==> config.mk <==
export PLATFORM = sky130hd
export DESIGN_NAME = hazard_ctrl
export DESIGN_NICKNAME = d
export VERILOG_FILES = /design/src/rtl/hazard_ctrl.sv
export SDC_FILE = /design/constraint.sdc
export NUM_CORES = 1
export LEC_CHECK = 0
export ABC_AREA = 1
export CAP_MARGIN = 20
export CELL_PAD_IN_SITES_DETAIL_PLACEMENT = 1
export CELL_PAD_IN_SITES_GLOBAL_PLACEMENT = 1
export CORE_UTILIZATION = 36
export CTS_CLUSTER_SIZE = 30
export DETAILED_ROUTE_END_ITERATION = 8
export PLACE_DENSITY = 0.81
export SETUP_SLACK_MARGIN = 0.05
export SLEW_MARGIN = 10
export SYNTH_ARGS = -nofsm -noshare
export SYNTH_HDL_FRONTEND = slang
export SYNTH_SLANG_ARGS = --single-unit
==> constraint.sdc <==
create_clock -name clk_i -period 2.5 [get_ports clk_i]
set_input_delay 0.625 -clock clk_i [delete_from_list [all_inputs] [get_ports clk_i]]
set_output_delay 0.625 -clock clk_i [all_outputs]
set_load 0.02 [all_outputs]
==> src/rtl/hazard_ctrl.sv <==
// rtl/hazard_ctrl.sv - pipeline hazard/stall controller for the 5-stage CPU
//
// Purpose: resolves the hazards the forwarding unit cannot. These are
// load-use (one-cycle stall plus bubble), a taken branch resolved in EX
// (IF/ID and ID/EX flush), and a multi-cycle MUL/DIV in EX (counted freeze).
// It also keeps saturating stall and flush performance counters.
//
// Ports:
//   clk_i, rst_i          clock (rising edge), async active-low reset
//   ID_rs_addr/ID_rt_addr source registers of the instruction in ID
//   ID_uses_rt            ID instruction reads rt
//   EX_dst_addr           destination register of the instruction in EX
//   EX_mem_read           EX instruction is a load
//   EX_mdu_op             EX instruction is MUL/DIV
//   EX_branch_tkn         branch in EX resolved taken
//   pc_write, if_id_write, id_ex_write   pipeline write enables
//   if_id_flush, id_ex_flush             flushes (NOP / bubble)
//   ex_mem_bubble         EX/MEM loads bubble while MDU result is not ready
//   mdu_busy              MDU freeze in progress (after the issue cycle)
//   stall_cnt, flush_cnt  saturating performance counters
module hazard_ctrl #(
  parameter int MDU_CYCLES = 4,
  parameter int CNT_W      = 16
) (
  input  logic             clk_i,
  input  logic             rst_i,
  input  logic [4:0]       ID_rs_addr,
  input  logic [4:0]       ID_rt_addr,
  input  logic             ID_uses_rt,
  input  logic [4:0]       EX_dst_addr,
  input  logic             EX_mem_read,
  input  logic             EX_mdu_op,
  input  logic             EX_branch_tkn,
  output logic             pc_write,
  output logic             if_id_write,
  output logic             if_id_flush,
  output logic             id_ex_write,
  output logic             id_ex_flush,
  output logic             ex_mem_bubble,
  output logic             mdu_busy,
  output logic [CNT_W-1:0] stall_cnt,
  output logic [CNT_W-1:0] flush_cnt
);

  typedef enum logic {S_RUN, S_MDU_BUSY} state_t;

  // The issue cycle is spent in RUN and the release cycle is counter==0,
  // so the busy countdown starts two below the total EX occupancy.
  localparam logic [3:0] MDU_LOAD = 4'(MDU_CYCLES - 2);
  localparam logic [CNT_W-1:0] CNT_MAX = {CNT_W{1'b1}};

  state_t           state_q, state_d;
  logic [3:0]       mdu_cnt_q, mdu_cnt_d;
  logic [CNT_W-1:0] stall_cnt_q, stall_cnt_d;
  logic [CNT_W-1:0] flush_cnt_q, flush_cnt_d;
  logic             load_use;
  logic             stall_evt;
  logic             flush_evt;

  // Register 0 is hardwired zero, so a load targeting it never creates a hazard.
  always_comb begin
    load_use = EX_mem_read && (EX_dst_addr != 5'd0) &&
               ((EX_dst_addr == ID_rs_addr) ||
                (ID_uses_rt && (EX_dst_addr == ID_rt_addr)));
  end

  always_comb begin
    state_d       = state_q;
    mdu_cnt_d     = mdu_cnt_q;
    pc_write      = 1'b1;
    if_id_write   = 1'b1;
    id_ex_write   = 1'b1;
    if_id_flush   = 1'b0;
    id_ex_flush   = 1'b0;
    ex_mem_bubble = 1'b0;
    mdu_busy      = 1'b0;
    flush_evt     = 1'b0;

    case (state_q)
      S_RUN: begin
        if (EX_mdu_op) begin
          pc_write      = 1'b0;
          if_id_write   = 1'b0;
          id_ex_write   = 1'b0;
          ex_mem_bubble = 1'b1;
          mdu_cnt_d     = MDU_LOAD;
          state_d       = S_MDU_BUSY;
        end else if (EX_branch_tkn) begin
          // The ID instruction is wrong-path, so any load-use on it is moot.
          if_id_flush = 1'b1;
          id_ex_flush = 1'b1;
          flush_evt   = 1'b1;
        end else if (load_use) begin
          pc_write    = 1'b0;
          if_id_write = 1'b0;
          id_ex_flush = 1'b1;
        end
      end
      S_MDU_BUSY: begin
        // EX still holds the MDU op, so branch and load-use inputs are ignored.
        if (mdu_cnt_q != 4'd0) begin
          mdu_busy      = 1'b1;
          pc_write      = 1'b0;
          if_id_write   = 1'b0;
          id_ex_write   = 1'b0;
          ex_mem_bubble = 1'b1;
          mdu_cnt_d     = mdu_cnt_q - 4'd1;
        end else begin
          state_d = S_RUN;
        end
      end
      default: state_d = S_RUN;
    endcase

    stall_evt = !pc_write;

    // While reset is asserted every enable and flush is forced low.
    if (!rst_i) begin
      pc_write      = 1'b0;
      if_id_write   = 1'b0;
      id_ex_write   = 1'b0;
      if_id_flush   = 1'b0;
      id_ex_flush   = 1'b0;
      ex_mem_bubble = 1'b0;
      mdu_busy      = 1'b0;
    end

    stall_cnt_d = stall_cnt_q;
    if (stall_evt && (stall_cnt_q != CNT_MAX)) stall_cnt_d = stall_cnt_q + CNT_W'(1);
    flush_cnt_d = flush_cnt_q;
    if (flush_evt && (flush_cnt_q != CNT_MAX)) flush_cnt_d = flush_cnt_q + CNT_W'(1);
  end

  always_ff @(posedge clk_i or negedge rst_i) begin
    if (!rst_i) begin
      state_q     <= S_RUN;
      mdu_cnt_q   <= 4'd0;
      stall_cnt_q <= '0;
      flush_cnt_q <= '0;
    end else begin
      state_q     <= state_d;
      mdu_cnt_q   <= mdu_cnt_d;
      stall_cnt_q <= stall_cnt_d;
      flush_cnt_q <= flush_cnt_d;
    end
  end

  assign stall_cnt = stall_cnt_q;
  assign flush_cnt = flush_cnt_q;

endmodule

# == After elaboration in Yosys (flattened, before gate mapping) ==
# Index checks and enable logic that the tools add are counted.
# word_totals
out_inout_bits,39
register_bits,37
in_bits,21
word_cells,51
# classes
n_eq_ne,6
n_mux,27
n_addsub,3
n_reduce_logical,10
bitwise,1
# ops
operator,n
$add A16 B1 Y16 const B,2
$ne A16 B16 Y1 const B,2
$mux W1,21
$eq A5 B5 Y1,2
$mux W4,2
$pmux W4 S2,1
$pmux W1 S2,3
$logic_and A1 B1 Y1,5
$reduce_bool A5 Y1,1
$reduce_bool A4 Y1,1
$sub A4 B1 Y4 const B,1
$ne A2 B1 Y1 const B,1
$ne A2 B2 Y1 const B,1
$reduce_and A2 Y1,1
$logic_not A1 Y1,1
$logic_or A1 B1 Y1,1
$not A1 Y1,1

# == Longest topological paths before layout ==
# Gate-level depths: netlist (run 1).
# depth
depth_word,10
mapped_depth,12
mapped_depth_nobuf,11

# == Worst setup path after synthesis (run 1) ==
# No wires, ideal clock.
# synth_timing
path_kind,input to output
startpoint,input port EX_mdu_op
endpoint,output port pc_write
path_stages,9
arrival_ns,1.949
slack_ns,-0.074
required_time_ns,1.875
n_path_buf,2
path_cell_list,nor2_2 -> inv_2 -> nor2_1 -> inv_1 -> nand2_1 -> inv_2 -> buf_2 -> a21oi_1 -> buf_4
# synth_via
elab_chain_cells,3
# synth_lines
item,line_no,rtl
start: declaration,32,"input logic EX_mdu_op,"
$mux W1,--,
$pmux W1 S2,--,
$mux W1,--,
end: declaration,34,"output logic pc_write,"
# Every way passes these cells.

# == Worst setup path after layout (run 1) ==
# layout_timing
startpoint,input port EX_dst_addr[2]
endpoint,output port if_id_write
# layout_via
elab_chain_cells,9
elab_cells_between_ends,12
classes_between,eq/ne: 2; mux: 5; reduce/logical: 5
# layout_lines
item,line_no,rtl
start: declaration,30,"input logic [4:0] EX_dst_addr,"
$eq A5 B5 Y1,64,(ID_uses_rt && (EX_dst_addr == ID_rt_addr)));
$logic_and A1 B1 Y1,64,
$logic_or A1 B1 Y1,63,((EX_dst_addr == ID_rs_addr) ||
$logic_and A1 B1 Y1 (*),62,load_use = EX_mem_read && (EX_dst_addr != 5'd0) &&
$mux W1 (*),93,end else if (load_use) begin
$mux W1 (*),88,end else if (EX_branch_tkn) begin
$mux W1 (*),81,if (EX_mdu_op) begin
$pmux W1 S2 (*),79,case (state_q)
$mux W1 (*),118,if (!rst_i) begin
end: declaration,35,"output logic if_id_write,"
# Every way passes the cells marked *; elsewhere a longest branch is shown, timed or not.

==> results of run 1 <==
cell type report:
cell class,count,area [sq um]
fill,842,3400
multi-input combinational,247,1360
sequential,37,926
timing repair buffer,72,656
inverter,50,188
tap,80,100
clock buffer,6,82.6
clock inverter,2,37.5
metal layers:
metal | vias to the layer above | wire length (microns) | global-route usage [%]
li1 | 1218 | - | -
met1 | 1170 | 3180 | 26.1
met2 | 32 | 3500 | 35.4
met3 | 7 | 204 | 3.46
met4 | 0 | 77 | 7.27
met5 | - | 0 | 0
final timing paths:
kind | endpoint | slack (ps)
hold / removal | stall_cnt[3]$_DFFE_PN0P_ | 370
max in group asynchronous | stall_cnt[15]$_DFFE_PN0P_ | 1790
setup reg to reg | stall_cnt[0]$_DFFE_PN0P_ | 550
min in group clk_i | flush_cnt[7]$_DFFE_PN0P_ | 530
setup / recovery | if_id_write | 90
hold reg to reg | flush_cnt[7]$_DFFE_PN0P_ | 530
metrics by stage:
step | TNS, ps | area, sq um | power, mW | instances
detailed placement | -3690 | 3230 | 2.16 | 484
global placement | -2700 | 3230 | 2.11 | 484
finish | 0 | 3350 | 2.72 | 494
global route | 0 | 3350 | 2.91 | 494
floorplan | 0 | 2520 | 1.68 | 341
CTS | 0 | 3360 | 2.74 | 494
sequential cells by signal (all words and copies together), names as in the netlist:
register,count
state_q,1
flush_cnt,16
stall_cnt,16
mdu_cnt_q,4
worst max-delay path: stages:
cell and delay [ps]:
dlygate4sd2_1 280, inv_2 70, nand4_1 80, o21ai_0 160, inv_1 70, nand2_2 100
nand2_4 70, a21oi_4 190, buf_6 140
logic make-up (layout without fill, tap and decap cells):
| kind of cell | Yosys count | after routing | synth area share, % |
|---|---|---|---|
| flops | 37 | 37 | 36.8 |
| compound gates | 14 | 14 | 2.99 |
| fa+ha+maj | 3 | 3 | 1.49 |
| buf+inv | 57 | 130 | 9.66 |
| xor+xnor | 28 | 28 | 9.76 |
| simple gates | 202 | 202 | 39.3 |
what timing repair did:
item,CTS,global route
buffers inserted,2,0
setup endpoints to repair,7,6
pin swaps,12,5
gates resized for setup,42,7
cell usage in the layout, fill, tap and decap left out, types with 6 or more instances in the layout:
| master | count |
|---|---|
| inv_1 | 42 |
| clkdlybuf4s50_1 | 34 |
| nand2_1 | 96 |
| nand3_1 | 14 |
| o21ai_0 | 9 |
| dlygate4sd2_1 | 16 |
| clkbuf_8 | 6 |
| xnor2_1 | 8 |
| xor2_1 | 20 |
| nor2_1 | 32 |
| buf_4 | 14 |
| inv_2 | 8 |
| nand2_2 | 17 |
| nor3_1 | 6 |
| dfrtp_1 | 37 |
| nand4_1 | 25 |
power by group through the flow:
stage | clock [mW] | combinational, mW | sequential (mW)
CTS | 0.585 | 1.23 | 0.924
global route | 0.606 | 1.35 | 0.951
global placement | 0 | 1.18 | 0.929
floorplan | 0 | 0.658 | 1.02
detailed placement | 0 | 1.22 | 0.934
finish | 0.573 | 1.22 | 0.926
==> flow_metrics.tcl, run 1 <==
set metrics [dict create \
    worst_clock_skew_ps 5.43 \
    critPathLaunch "EX_dst_addr[2]" \
    slew_violations 0 \
    critPathArrivalTime_ps 1780 \
    cp-start-kind "input port" \
    async_reset_ff_share_pct 100 \
    timing.rr.start "stall_cnt[0]$_DFFE_PN0P_" \
    layout_min_cycle_time_ps 2410 \
    grt_max_degree 38 \
    worst_setup_path_end_kind "output port" \
    synth_ff_type "dfrtp_1" \
    whs_ps 369 \
    grt_pass1_vias 2546 \
    slew_headroom_pct 67.7 \
    finalWorstSetupSlack_ps 94.8 \
    peakVddDrop_v 0.000442 \
    grt_use_total_pct 20.6 \
    area_growth_syn_to_layout_pct 33.4 \
    drive_gt1_share_pct 15.2 \
    netlist_area_sq_um 2510 \
    wl_mm 6.96 \
    n_antenna_cell 0 \
    hp-class "in -> async" \
    die_area_sq_um 7320 \
    ys_types 30 \
    synth_area_leader_cell "dfrtp_1" \
    cts_buffer_depth 2 \
    portBuffers 59 \
    start_util_pct 37.2 \
    die_h_microns 85.6 \
    fin_util_pct 49.6 \
    viasPerCell 4.91 \
    p_leak_nw 1.68 \
    cp_data_required_time_ps 1880 \
    hold_viol 0 \
    grt_pass1_wl_mm 11.9 \
    final_nets 437 \
    p_int_mw 1.58 \
    drt_iter0_markers 80 \
    pwr-share-seq_pct 34.1 \
    ys_ff_latch 37 \
    switching_share_pct 41.9 \
    setup_viol 0 \
    gr-total-overflow 0 \
    clkPwrFrac_pct 21.1 \
    pwr-share-comb_pct 44.9 \
    antenna_found_initial 0 \
    cts_tree "done" \
    yosysWarnings 0 \
    rsz0062_at_grt "true" \
    gp_congestion 0.836 \
    status "finished clean" \
    synth_common_cells "96 x nand2_1, 42 x inv_1, 37 x dfrtp_1, 33 x nor2_1, 25 x nand4_1" \
    worst-path-max-fanout 3 \
    cts_max_level 2 \
    synth_most_common_cell "nand2_1" \
    die_x_microns 85.6 \
    synth_edf_count 0 \
    ant_nets 0 \
    dp_hpwl_mm 5.20 \
    synth_top_area_share_pct 36.8 \
    clk_transition_reported_paths_ps 80 \
    clock_latency_ps 310 \
    cts_hold_buf 0 \
    avgSynthCellArea_sq_um 7.37 \
    synth_cells 341 \
    clock-sinks 37 \
    p_per_area_nw_per_um2 811 \
    max_cap_viol_count 0 \
    cts-root-buf "clkbuf_8" \
    yosys-top-cells-area "dfrtp_1 37%, nand2_1 14%, xor2_1 7.0%, inv_1 6.3%, nand4_1 6.2%" \
    syn_nets 365 \
    fmax_mhz 416 \
    rows 30 \
    yosysSeqAreaShare_pct 36.8 \
    core-area_sq_um 6760 \
    pre_cts_ws_ps -654 \
    r2r_cells 7 \
    wl_per_cell_microns 14.1 \
    drt_pre_antenna_iters 4 \
    cts_buffers 5 \
    io-pin-count 60 \
    power_switching_mw 1.14 \
    tightest_slew_ps 484 \
    dr_total_vias 2427 \
    criticalPathCategory "in -> out" \
    finalCritPeriodShare_pct 96.2 \
    drc 0 \
]
No activity file was read; power rests on OpenSTA's default activity.
==> inputs of run 2 (changes only) <==
Settings changed: CTS_CLUSTER_DIAMETER set to 120.
==> results of run 2 <==
No change in the layout: final DEF, timing and power equal those of run 1.
==> inputs of run 3 (changes only) <==
Settings changed: SLEW_MARGIN 10 to 0.
==> results of run 3 <==
No change in the layout: final DEF, timing and power equal those of run 1.
